==> config.mk <==
export PLATFORM = sky130hd
export DESIGN_NAME = ir_fetch_queue
export DESIGN_NICKNAME = d
export VERILOG_FILES = /design/src/rtl/ir_fetch_queue.sv
export SDC_FILE = /design/constraint.sdc
export NUM_CORES = 1
export LEC_CHECK = 0
export BUFFER_PORTS_ARGS = -buffer_cell sky130_fd_sc_hd__buf_2
export CORE_MARGIN = 2
export CORE_UTILIZATION = 45
export DETAILED_ROUTE_END_ITERATION = 10
export MAX_ROUTING_LAYER = met4
export PLACE_DENSITY = 0.74
export SLEW_MARGIN = 20
export SYNTH_ARGS = -nofsm -noshare
export SYNTH_HDL_FRONTEND = slang
export SYNTH_SLANG_ARGS = --single-unit
export TNS_END_PERCENT = 1
==> constraint.sdc <==
create_clock -name clk -period 4.45 [get_ports clk]
set_input_delay 0.89 -clock clk [delete_from_list [all_inputs] [get_ports clk]]
set_output_delay 0.89 -clock clk [all_outputs]
set_load 0.1 [all_outputs]
==> src/rtl/ir_fetch_queue.sv <==
// Instruction fetch queue: DEPTH-entry {pc,inst} circular buffer whose head is presented as MIPS fields.
// Latency: 1 cycle push-to-head; 0 cycles with IR_FETCH_BYPASS_EN defined (empty-queue bypass).
// Backpressure: in_ready drops when full or flushing, and a same-cycle pop never frees the slot early.
module ir_fetch_queue #(
    parameter int DEPTH = 4,
    parameter int PC_W  = 32
) (
    input  logic                       clk,
    input  logic                       rst_n,
    input  logic                       flush,
    input  logic                       in_valid,
    output logic                       in_ready,
    input  logic [31:0]                in_inst,
    input  logic [PC_W-1:0]            in_pc,
    output logic                       out_valid,
    input  logic                       out_ready,
    output logic [PC_W-1:0]            out_pc,
    output logic [5:0]                 inst31_26,
    output logic [25:0]                inst25_0,
    output logic [4:0]                 inst25_21,
    output logic [4:0]                 inst20_16,
    output logic [15:0]                inst15_0,
    output logic [4:0]                 inst15_11,
    output logic [4:0]                 inst10_6,
    output logic [5:0]                 inst5_0,
    output logic [$clog2(DEPTH+1)-1:0] count
);

    localparam int CNT_W = $clog2(DEPTH + 1);
    localparam int PTR_W = $clog2(DEPTH);

    logic [31:0]      inst_mem [DEPTH];
    logic [PC_W-1:0]  pc_mem   [DEPTH];
    logic [PTR_W-1:0] rd_ptr, wr_ptr;
    logic [CNT_W-1:0] cnt;
    logic [31:0]      last_q;
    logic [PC_W-1:0]  last_pc;

    logic             empty, full, push, pop, store, deq, bypass;
    logic [31:0]      head_inst;
    logic [PC_W-1:0]  head_pc;

    function automatic logic [PTR_W-1:0] ptr_inc(input logic [PTR_W-1:0] p);
        // Explicit wrap so non-power-of-two depths work.
        if (p == PTR_W'(DEPTH - 1))
            return '0;
        return p + 1'b1;
    endfunction

    assign empty    = (cnt == '0);
    assign full     = (cnt == CNT_W'(DEPTH));
    assign in_ready = !full && !flush;
    assign push     = in_valid && in_ready;

`ifdef IR_FETCH_BYPASS_EN
    assign bypass   = empty && in_valid && !flush;
`else
    assign bypass   = 1'b0;
`endif

    assign out_valid = !empty || bypass;
    assign pop       = out_valid && out_ready && !flush;
    // A bypassed word taken in the same cycle never occupies a slot.
    assign store     = push && !(bypass && out_ready);
    assign deq       = pop && !empty;

    always_comb begin
        head_inst = last_q;
        head_pc   = last_pc;
        if (!empty) begin
            head_inst = inst_mem[rd_ptr];
            head_pc   = pc_mem[rd_ptr];
        end else if (bypass) begin
            head_inst = in_inst;
            head_pc   = in_pc;
        end
    end

    always_ff @(posedge clk) begin
        if (store) begin
            inst_mem[wr_ptr] <= in_inst;
            pc_mem[wr_ptr]   <= in_pc;
        end
    end

    always_ff @(posedge clk or negedge rst_n) begin
        if (!rst_n) begin
            rd_ptr  <= '0;
            wr_ptr  <= '0;
            cnt     <= '0;
            last_q  <= '0;
            last_pc <= '0;
        end else if (flush) begin
            rd_ptr <= '0;
            wr_ptr <= '0;
            cnt    <= '0;
        end else begin
            if (store)
                wr_ptr <= ptr_inc(wr_ptr);
            if (deq)
                rd_ptr <= ptr_inc(rd_ptr);
            case ({store, deq})
                2'b10:   cnt <= cnt + 1'b1;
                2'b01:   cnt <= cnt - 1'b1;
                default: cnt <= cnt;
            endcase
            if (pop) begin
                last_q  <= head_inst;
                last_pc <= head_pc;
            end
        end
    end

    assign out_pc    = head_pc;
    assign inst31_26 = head_inst[31:26];
    assign inst25_0  = head_inst[25:0];
    assign inst25_21 = head_inst[25:21];
    assign inst20_16 = head_inst[20:16];
    assign inst15_0  = head_inst[15:0];
    assign inst15_11 = head_inst[15:11];
    assign inst10_6  = head_inst[10:6];
    assign inst5_0   = head_inst[5:0];
    assign count     = cnt;

endmodule

==> results of run 1 <==
## per-layer routing
| metal | global-route usage [%] | routed length, um | vias up |
|---|---|---|---|
| met3 | 4.69 | 1720 | 39 |
| met1 | 21.4 | 10800 | 3277 |
| met5 | - | 0 | - |
| met4 | 3.42 | 401 | 0 |
| li1 | - | - | 2847 |
| met2 | 27.0 | 12100 | 172 |
## cells by family after synthesis
| group | share of synthesized area [%] |
|---|---|
| compound gates | 0.674 |
| buf+inv | 4.59 |
| simple gates | 1.28 |
| xor+xnor | 0.0646 |
| mux | 23.0 |
| fa+ha+maj | 0.609 |
| flops | 69.8 |
## sequential cells by signal (all words and copies together), names as in the netlist
signal,cells
inst_mem,128
pc_mem,128
last_pc,32
last_q,32
count,3
rd_ptr,2
wr_ptr,2
## worst max path at each step
stage                              end  cells after the start                  start
after floorplan             out_pc[23]                      4   count[0]$_DFFE_PN0P_
after global placement    inst15_0[15]                      4  rd_ptr[0]$_DFFE_PN0P_
after detailed placement  inst25_0[22]                      4  rd_ptr[0]$_DFFE_PN0P_
after CTS                 inst25_0[22]                      4  rd_ptr[0]$_DFFE_PN0P_
after global routing      inst15_0[15]                      4  rd_ptr[0]$_DFFE_PN0P_
final                     inst25_21[1]                      4  rd_ptr[0]$_DFFE_PN0P_
## critical path: cells and delay by family (launching register included)
family	cells	cell delay [ns]
buf+inv	2	0.75
flops	1	0.77
mux	2	0.88
## synth_stat cells (4+ instances only)
master / count
dfrtp_1: 71
mux4_2: 64
buf_4: 47
buf_6: 7
edfxtp_1: 256
nand3_1: 4
buf_2: 5
mux2_2: 69
o21ai_0: 4
ha_1: 5
clkbuf_1: 7
mux2_4: 60
a21oi_1: 4
and2_1: 5
buf_12: 6
nand2_1: 6
## layout by cell type, fill, tap and decap left out, types with 3 or more instances in the layout
cell type	n
buf_4	6
nand2_1	6
bufinv_16	3
and2_4	4
clkinv_2	6
o21ai_0	4
buf_12	6
a21oi_1	4
nand3_1	4
clkbuf_1	10
inv_1	3
mux2_2	69
nor2_1	3
mux2_4	60
dfrtp_1	69
ha_1	5
clkbuf_16	36
buf_2	178
mux4_2	64
nor3_1	3
edfxtp_1	256
clkbuf_8	4
diode_2	5
## stage by stage
stage	setup slack [ns]	utilization (%)	instances
global route	0.436	52.9	1222
global placement	1.12	49.0	1153
floorplan	0.382	-	647
detailed placement	1.10	49.0	1153
CTS	0.529	52.9	1217
finish	0.629	52.9	1222
## final cells by class
cell class | instances | share of cell area (%)
clock inverter | 14 | 1.02
clock buffer | 50 | 6.33
multi-input combinational | 243 | 22.3
timing repair buffer | 190 | 6.73
inverter | 3 | 0.0718
antenna | 5 | 0.0798
sequential | 327 | 60.4
tap | 390 | 3.11
==> results.json, run 1 <==
{
  "run_status": "finished clean",
  "fillCellCount": 2317,
  "h-tree-depth": 2,
  "async_flop_share_pct": 21.7,
  "antenna_found_initial": 5,
  "cts_root_buf": "clkbuf_16",
  "rsz0062_at_grt": "no",
  "drv_cap": 0,
  "r2r_end": "count[2]$_DFFE_PN0P_",
  "yosys_warnings": 0,
  "clk_latency_ns": 0.52,
  "fmax_mhz": 262,
  "r2r-start": "count[0]$_DFFE_PN0P_",
  "path_cells": "buf_4, mux4_2, mux2_2, buf_2",
  "rrSetupSlack_ns": 1.78,
  "cts_resized": 0,
  "grt_pass1_wl_um": 38700,
  "drtIter0Drc": 437,
  "die_width_um": 178,
  "postSynthAreaPerCell_um2": 21.0,
  "layout-drive-gt1-share_pct": 53.8,
  "rows": 63,
  "synth_edf_count": 256,
  "remaining_drc_errors": 0,
  "clk_pin_slew_worst_paths_ns": 0.06,
  "syn_to_final_growth_pct": 15.6,
  "cp-end-kind": "primary output",
  "cts_tree": "built",
  "routedWlPerCell_um": 20.5,
  "grt_pass1_vias": 6656,
  "holdWs_ns": 0.485,
  "synthFlopType": "edfxtp_1",
  "die_area_um2": 31500,
  "worstPathArrival_ns": 2.93,
  "dpl.hpwl_um": 14300,
  "fin_worst_skew_ns": 0.0291,
  "worst_pin_slew_ns": 1.05,
  "synth.yosys.seq_area_share_pct": 69.8,
  "ys_types": 34,
  "start_util_pct": 45.8,
  "slew_violations": 0,
  "grt_max_degree": 67,
  "num_vias": 6335,
  "period_share_pct": 85.9,
  "finalCriticalPeriod_ns": 3.82,
  "synth_top_area_cell": "edfxtp_1",
  "setup_viol": 0,
  "drt-total-wl_um": 25000,
  "first_pass_iters": 4,
  "regArea_um2": 9470,
  "syn_area_um2": 13600,
  "core_region_area_um2": 29600,
  "cts.sinks": 327,
  "viasPerCell": 5.18,
  "cts-buffers-inserted": 35,
  "cts_max_path_buffers": 3,
  "die_y_um": 178,
  "fin_nets": 875,
  "ioPinCount": 180,
  "r2r_cells": 8,
  "synth_top_area_share_pct": 56.7,
  "placed_cell_area_um2": 14500,
  "multiInputGateArea_um2": 3490,
  "critical_path_class": "flop to primary output",
  "syn_inst": 647,
  "crit_required_ns": 3.56,
  "fin_tns_setup_ns": 0,
  "hp-class": "primary input to asynchronous set/reset pin",
  "max-slew-margin-rel_pct": 30.1,
  "overflow": 0,
  "ctsHoldBuffers": 0,
  "synth.net_count": 722,
  "postCtsSetupBuffers": 0,
  "cp-start-kind": "flop",
  "gp_congestion": 0.667,
  "finalHoldViolations": 0,
  "cp_max_fo": 26,
  "ant_nets": 0,
  "synth_area_leaders": "edfxtp_1 57%, dfrtp_1 13%, mux4_2 11%",
  "track_usage_pct": 16.7,
  "port_buffers": 179,
  "design_area_um2": 15700,
  "synth_seq_cells": 327,
  "cp_slowest_cell": "dfrtp_4",
  "critPathMaxStageDelay_ns": 0.77
}
Power of run 1 is left out: the tool's default activity adds up to more than one toggle a clock period on the data nets, which glitch-free logic cannot reach.
==> run 2: changes to the inputs <==
- GPL_TIMING_DRIVEN: not set -> 0
- RECOVER_POWER: not set -> 50
==> results.json, run 2 (synthesized netlist as in run 1, its figures left out) <==
{
  "pre_cts_slack_ns": 1.03,
  "fin_worst_skew_ns": 0.0171,
  "busiest_layer": "met2",
  "critPathMaxStageDelay_ns": 0.53,
  "rsz0062_at_grt": "no",
  "finalHoldViolations": 0,
  "cts_root_buf": "clkbuf_16",
  "layout_common_cells": "256 x edfxtp_1, 117 x buf_2, 85 x clkbuf_1",
  "fin_ws_ns": 0.683,
  "setup_viol": 0,
  "ioPinCount": 180,
  "fmax_mhz": 265,
  "final_common_cell": "edfxtp_1",
  "clk_latency_ns": 0.51,
  "period_share_pct": 84.7,
  "cts.sinks": 327,
  "grt_pass1_wl_um": 39900,
  "worst_pin_slew_ns": 2.23,
  "holdWs_ns": 0.484,
  "path_common_cell": "buf_2",
  "first_pass_iters": 4,
  "ctsHoldBuffers": 0,
  "fin_nets": 943,
  "grt.met1_usage_pct": 21.4,
  "syn_to_final_growth_pct": 17.8,
  "cp_max_fo": 10,
  "port_buffers": 178,
  "drtIter0Drc": 413,
  "grt_pass1_vias": 7115,
  "routedWlPerCell_um": 20.1,
  "cts_max_path_buffers": 3,
  "grt_util_met2_pct": 28.7,
  "layout_top_registers": "inst_mem: 128 flops, pc_mem: 128 flops",
  "cp_slowest_cell": "clkbuf_1",
  "gp_congestion": 0.690,
  "post-route-util_pct": 53.9,
  "layout-drive-gt1-share_pct": 43.7,
  "die_y_um": 178,
  "cts_resized": 0,
  "max-slew-margin-rel_pct": -48.7,
  "core_region_area_um2": 29600,
  "drt-total-wl_um": 25900,
  "h-tree-depth": 2,
  "postCtsSetupBuffers": 0,
  "antenna_found_initial": 0,
  "drv_cap": 1,
  "dpl.hpwl_um": 15800,
  "cp-end-kind": "primary output",
  "hp-class": "flop to flop",
  "grt_util_met3_pct": 4.50,
  "cts-buffers-inserted": 36,
  "critical_path_class": "flop to primary output",
  "cp-start-kind": "flop",
  "viasPerCell": 5.16,
  "die_area_um2": 31500,
  "clk_pin_slew_worst_paths_ns": 0.06,
  "grt_max_degree": 44,
  "path_cells": "buf_2, clkbuf_1, mux4_2, mux2_2, buf_4, buf_2",
  "slew_violations": 36,
  "ant_nets": 0,
  "num_vias": 6634,
  "overflow": 0,
  "antennaDiodeCount": 0,
  "die_width_um": 178,
  "start_util_pct": 45.8,
  "worstPathArrival_ns": 2.88,
  "run_status": "complete, but fails checks",
  "remaining_drc_errors": 0,
  "violations": "capacitance limit, slew limit",
  "finalCriticalPeriod_ns": 3.77,
  "cts_tree": "built",
  "rows": 63,
  "track_usage_pct": 17.3,
  "crit_required_ns": 3.56
}
## run 2: cell count changes in the layout (fill, tap and decap cells not counted), moves of 4 or more
cell / previous run / this run
clkbuf_1: 10 / 85
buf_2: 178 / 117
buf_4: 6 / 47
mux2_1: 0 / 39
mux2_4: 60 / 21
buf_12: 6 / 0
buf_6: 0 / 6
diode_2: 5 / 0
buf_16: 0 / 4
bufinv_16: 3 / 7
## run 2: per-stage QoR
step                cell area (um^2)  instances  setup TNS, ns
finish                         16000       1285              0
global route                   16000       1285              0
CTS                            16300       1285              0
detailed placement             15100       1220              0
global placement               14900       1215        -218.14
floorplan                      13600        647              0
## run 2: routing by layer
| metal | wire (um) | vias up |
|---|---|---|
| met1 | 10700 | 3397 |
| met2 | 12800 | 219 |
| met3 | 1890 | 45 |
| li1 | - | 2973 |
| met4 | 507 | 0 |
| met5 | 0 | - |
## run 2: cell type report
cell class,count,area [um^2]
buffer,74,505
clock buffer,44,961
clock inverter,21,298
fill,2402,13700
inverter,3,11.3
multi-input combinational,243,3320
sequential,327,9460
tap,390,488
timing repair buffer,183,923
## run 2: worst max-delay path, delay by kind of cell, from the launching register on
kind	cells	cell delay, ns
flip-flops	1	0.36
multiplexers	2	0.74
buffers and inverters	4	1.27
## run 2: path summary, 6_finish.rpt
| path | to | from | cells past startpoint | slack, ns |
|---|---|---|---|---|
| min in group asynchronous | last_q[20]$_DFFE_PN0P_ | rst_n | 1 | 1.04 |
| hold / removal | last_q[15]$_DFFE_PN0P_ | last_q[15]$_DFFE_PN0P_ | 1 | 0.48 |
| setup reg to reg | last_pc[17]$_DFFE_PN0P_ | count[0]$_DFFE_PN0P_ | 6 | 1.26 |
| setup / recovery | inst15_11[2] | rd_ptr[1]$_DFFE_PN0P_ | 6 | 0.68 |
| max in group asynchronous | last_pc[26]$_DFFE_PN0P_ | rst_n | 2 | 1.33 |
| hold reg to reg | last_q[15]$_DFFE_PN0P_ | last_q[15]$_DFFE_PN0P_ | 1 | 0.48 |
Power of run 2 is left out for the same reason.
==> run 3: changes to the inputs <==
- PLACE_DENSITY: 0.74 -> 0.76
- clock period: 4.45 -> 3 ns (I/O delays scaled with it)
==> results.json, run 3 (synthesized netlist as in run 1, its figures left out) <==
{
  "num_vias": 6691,
  "viasPerCell": 5.18,
  "ioPinCount": 180,
  "grt_pass1_vias": 7180,
  "start_util_pct": 45.8,
  "slew_violations": 28,
  "routedWlPerCell_um": 20.8,
  "cts.sinks": 327,
  "worst_pin_slew_ns": 1.85,
  "rows": 63,
  "cts_root_buf": "clkbuf_16",
  "clk_latency_ns": 0.51,
  "fin_ws_ns": -0.00302,
  "grt_pass1_wl_um": 40400,
  "layout-drive-gt1-share_pct": 50.2,
  "drt-total-wl_um": 26900,
  "regArea_um2": 9470,
  "die_y_um": 178,
  "r2r_end": "inst_mem[2][16]$_DFFE_PP_",
  "rsz0062_at_grt": "yes",
  "fin_worst_skew_ns": 0.0147,
  "finalHoldViolations": 0,
  "r2r-start": "count[0]$_DFFE_PN0P_",
  "period_share_pct": 100,
  "pre_cts_slack_ns": -0.286,
  "die_area_um2": 31500,
  "clk_pin_slew_worst_paths_ns": 0.06,
  "drv_cap": 1,
  "multiInputGateArea_um2": 3540,
  "track_usage_pct": 17.5,
  "crit_required_ns": 2.40,
  "max-slew-margin-rel_pct": -23.4,
  "antenna_found_initial": 0,
  "critical_path_class": "flop to primary output",
  "cp-start-kind": "flop",
  "layout_top_registers": "inst_mem: 128 flops, pc_mem: 128 flops",
  "setup_viol": 1,
  "gp_congestion": 0.736,
  "drtIter0Drc": 393,
  "ctsHoldBuffers": 0,
  "die_width_um": 178,
  "r2r_cells": 3,
  "fmax_mhz": 333,
  "fillCellCount": 2235,
  "violations": "capacitance limit, slew limit, setup timing",
  "fin_nets": 949,
  "core_region_area_um2": 29600,
  "layout_common_cells": "256 x edfxtp_1, 76 x clkbuf_1, 71 x mux2_4",
  "ant_nets": 0,
  "port_buffers": 178,
  "syn_to_final_growth_pct": 26.6,
  "h-tree-depth": 2,
  "finalCriticalPeriod_ns": 3.00,
  "worstPathArrival_ns": 2.40,
  "hold_path_end": "inst_mem[1][5]$_DFFE_PP_",
  "first_pass_iters": 4,
  "antennaDiodeCount": 0,
  "final_common_cell": "edfxtp_1",
  "dpl.hpwl_um": 15700,
  "cts_tree": "built",
  "holdPathStages": 1,
  "run_status": "complete, but fails checks",
  "cp-end-kind": "primary output",
  "rrSetupSlack_ns": 0.20,
  "cp_max_fo": 6,
  "min_from": "in_inst[5]",
  "hp-class": "primary input to flop",
  "cts_max_path_buffers": 3,
  "grt_max_degree": 65,
  "cts-buffers-inserted": 35,
  "overflow": 0,
  "remaining_drc_errors": 0
}
run 3: changes by cell type in the layout (fill, tap and decap cells not counted), moves of 11 or more:
| cell | change |
|---|---|
| buf_12 | +36 |
| mux2_1 | -39 |
| buf_4 | +22 |
| mux2_2 | -11 |
| buf_2 | -108 |
| mux2_4 | +50 |
| buf_6 | +62 |
run 3: final cells by class:
cell class	instances	share of cell area (%)
repair buffers	191	10.4
well taps	390	2.84
inverters	3	0.0656
clock inverters	17	0.897
plain buffers	73	4.38
multi-input cells	243	20.6
flip-flops and latches	327	55.2
clock buffers	47	5.66
run 3: how the worst max path moves through the flow:
| stage | from | to | depth (start not counted) |
|---|---|---|---|
| after floorplan | count[2]$_DFFE_PN0P_ | inst15_11[3] | 7 |
| after global placement | flush | pc_mem[1][10]$_DFFE_PP_ | 4 |
| after detailed placement | flush | pc_mem[2][8]$_DFFE_PP_ | 4 |
| after CTS | rd_ptr[0]$_DFFE_PN0P_ | inst25_0[1] | 5 |
| after global routing | rd_ptr[0]$_DFFE_PN0P_ | inst25_0[17] | 5 |
| final | rd_ptr[0]$_DFFE_PN0P_ | out_pc[1] | 6 |
run 3: timing repair:
action / 4_1_cts / 5_1_grt
resized for setup: 176 / 120
setup buffers: 1 / 6
gates cloned: 1 / 1
endpoints found under the setup margin: 106 / 163
run 3: layer usage:
layer	GRT usage [%]	up-vias	wire [um]
met5	-	-	0
met4	5.23	0	590
met3	3.43	43	1250
met2	30.1	180	14000
met1	21.0	3463	11000
li1	-	3005	-
run 3: through the flow:
step                 TNS, ns  instances  utilization [%]  instance area [um^2]  hold slack, ns
finish              -0.00302       1291             57.9                 17200           0.346
global route           -1.74       1291             57.9                 17200           0.328
CTS                    -2.35       1285             56.5                 16700          0.0318
detailed placement    -29.42       1219             50.8                 15100           0.490
global placement     -162.98       1215             50.4                 15000           0.487
floorplan             -60.43        647                -                 13600           0.304
run 3: worst max-delay path, cell delays in order, from the launching register on:
cell and delay (ns):
dfrtp_2 0.47, buf_12 0.19, buf_12 0.13, buf_4 0.11, mux4_2 0.49, mux2_2 0.30, buf_6 0.19
Power of run 3 is left out for the same reason.
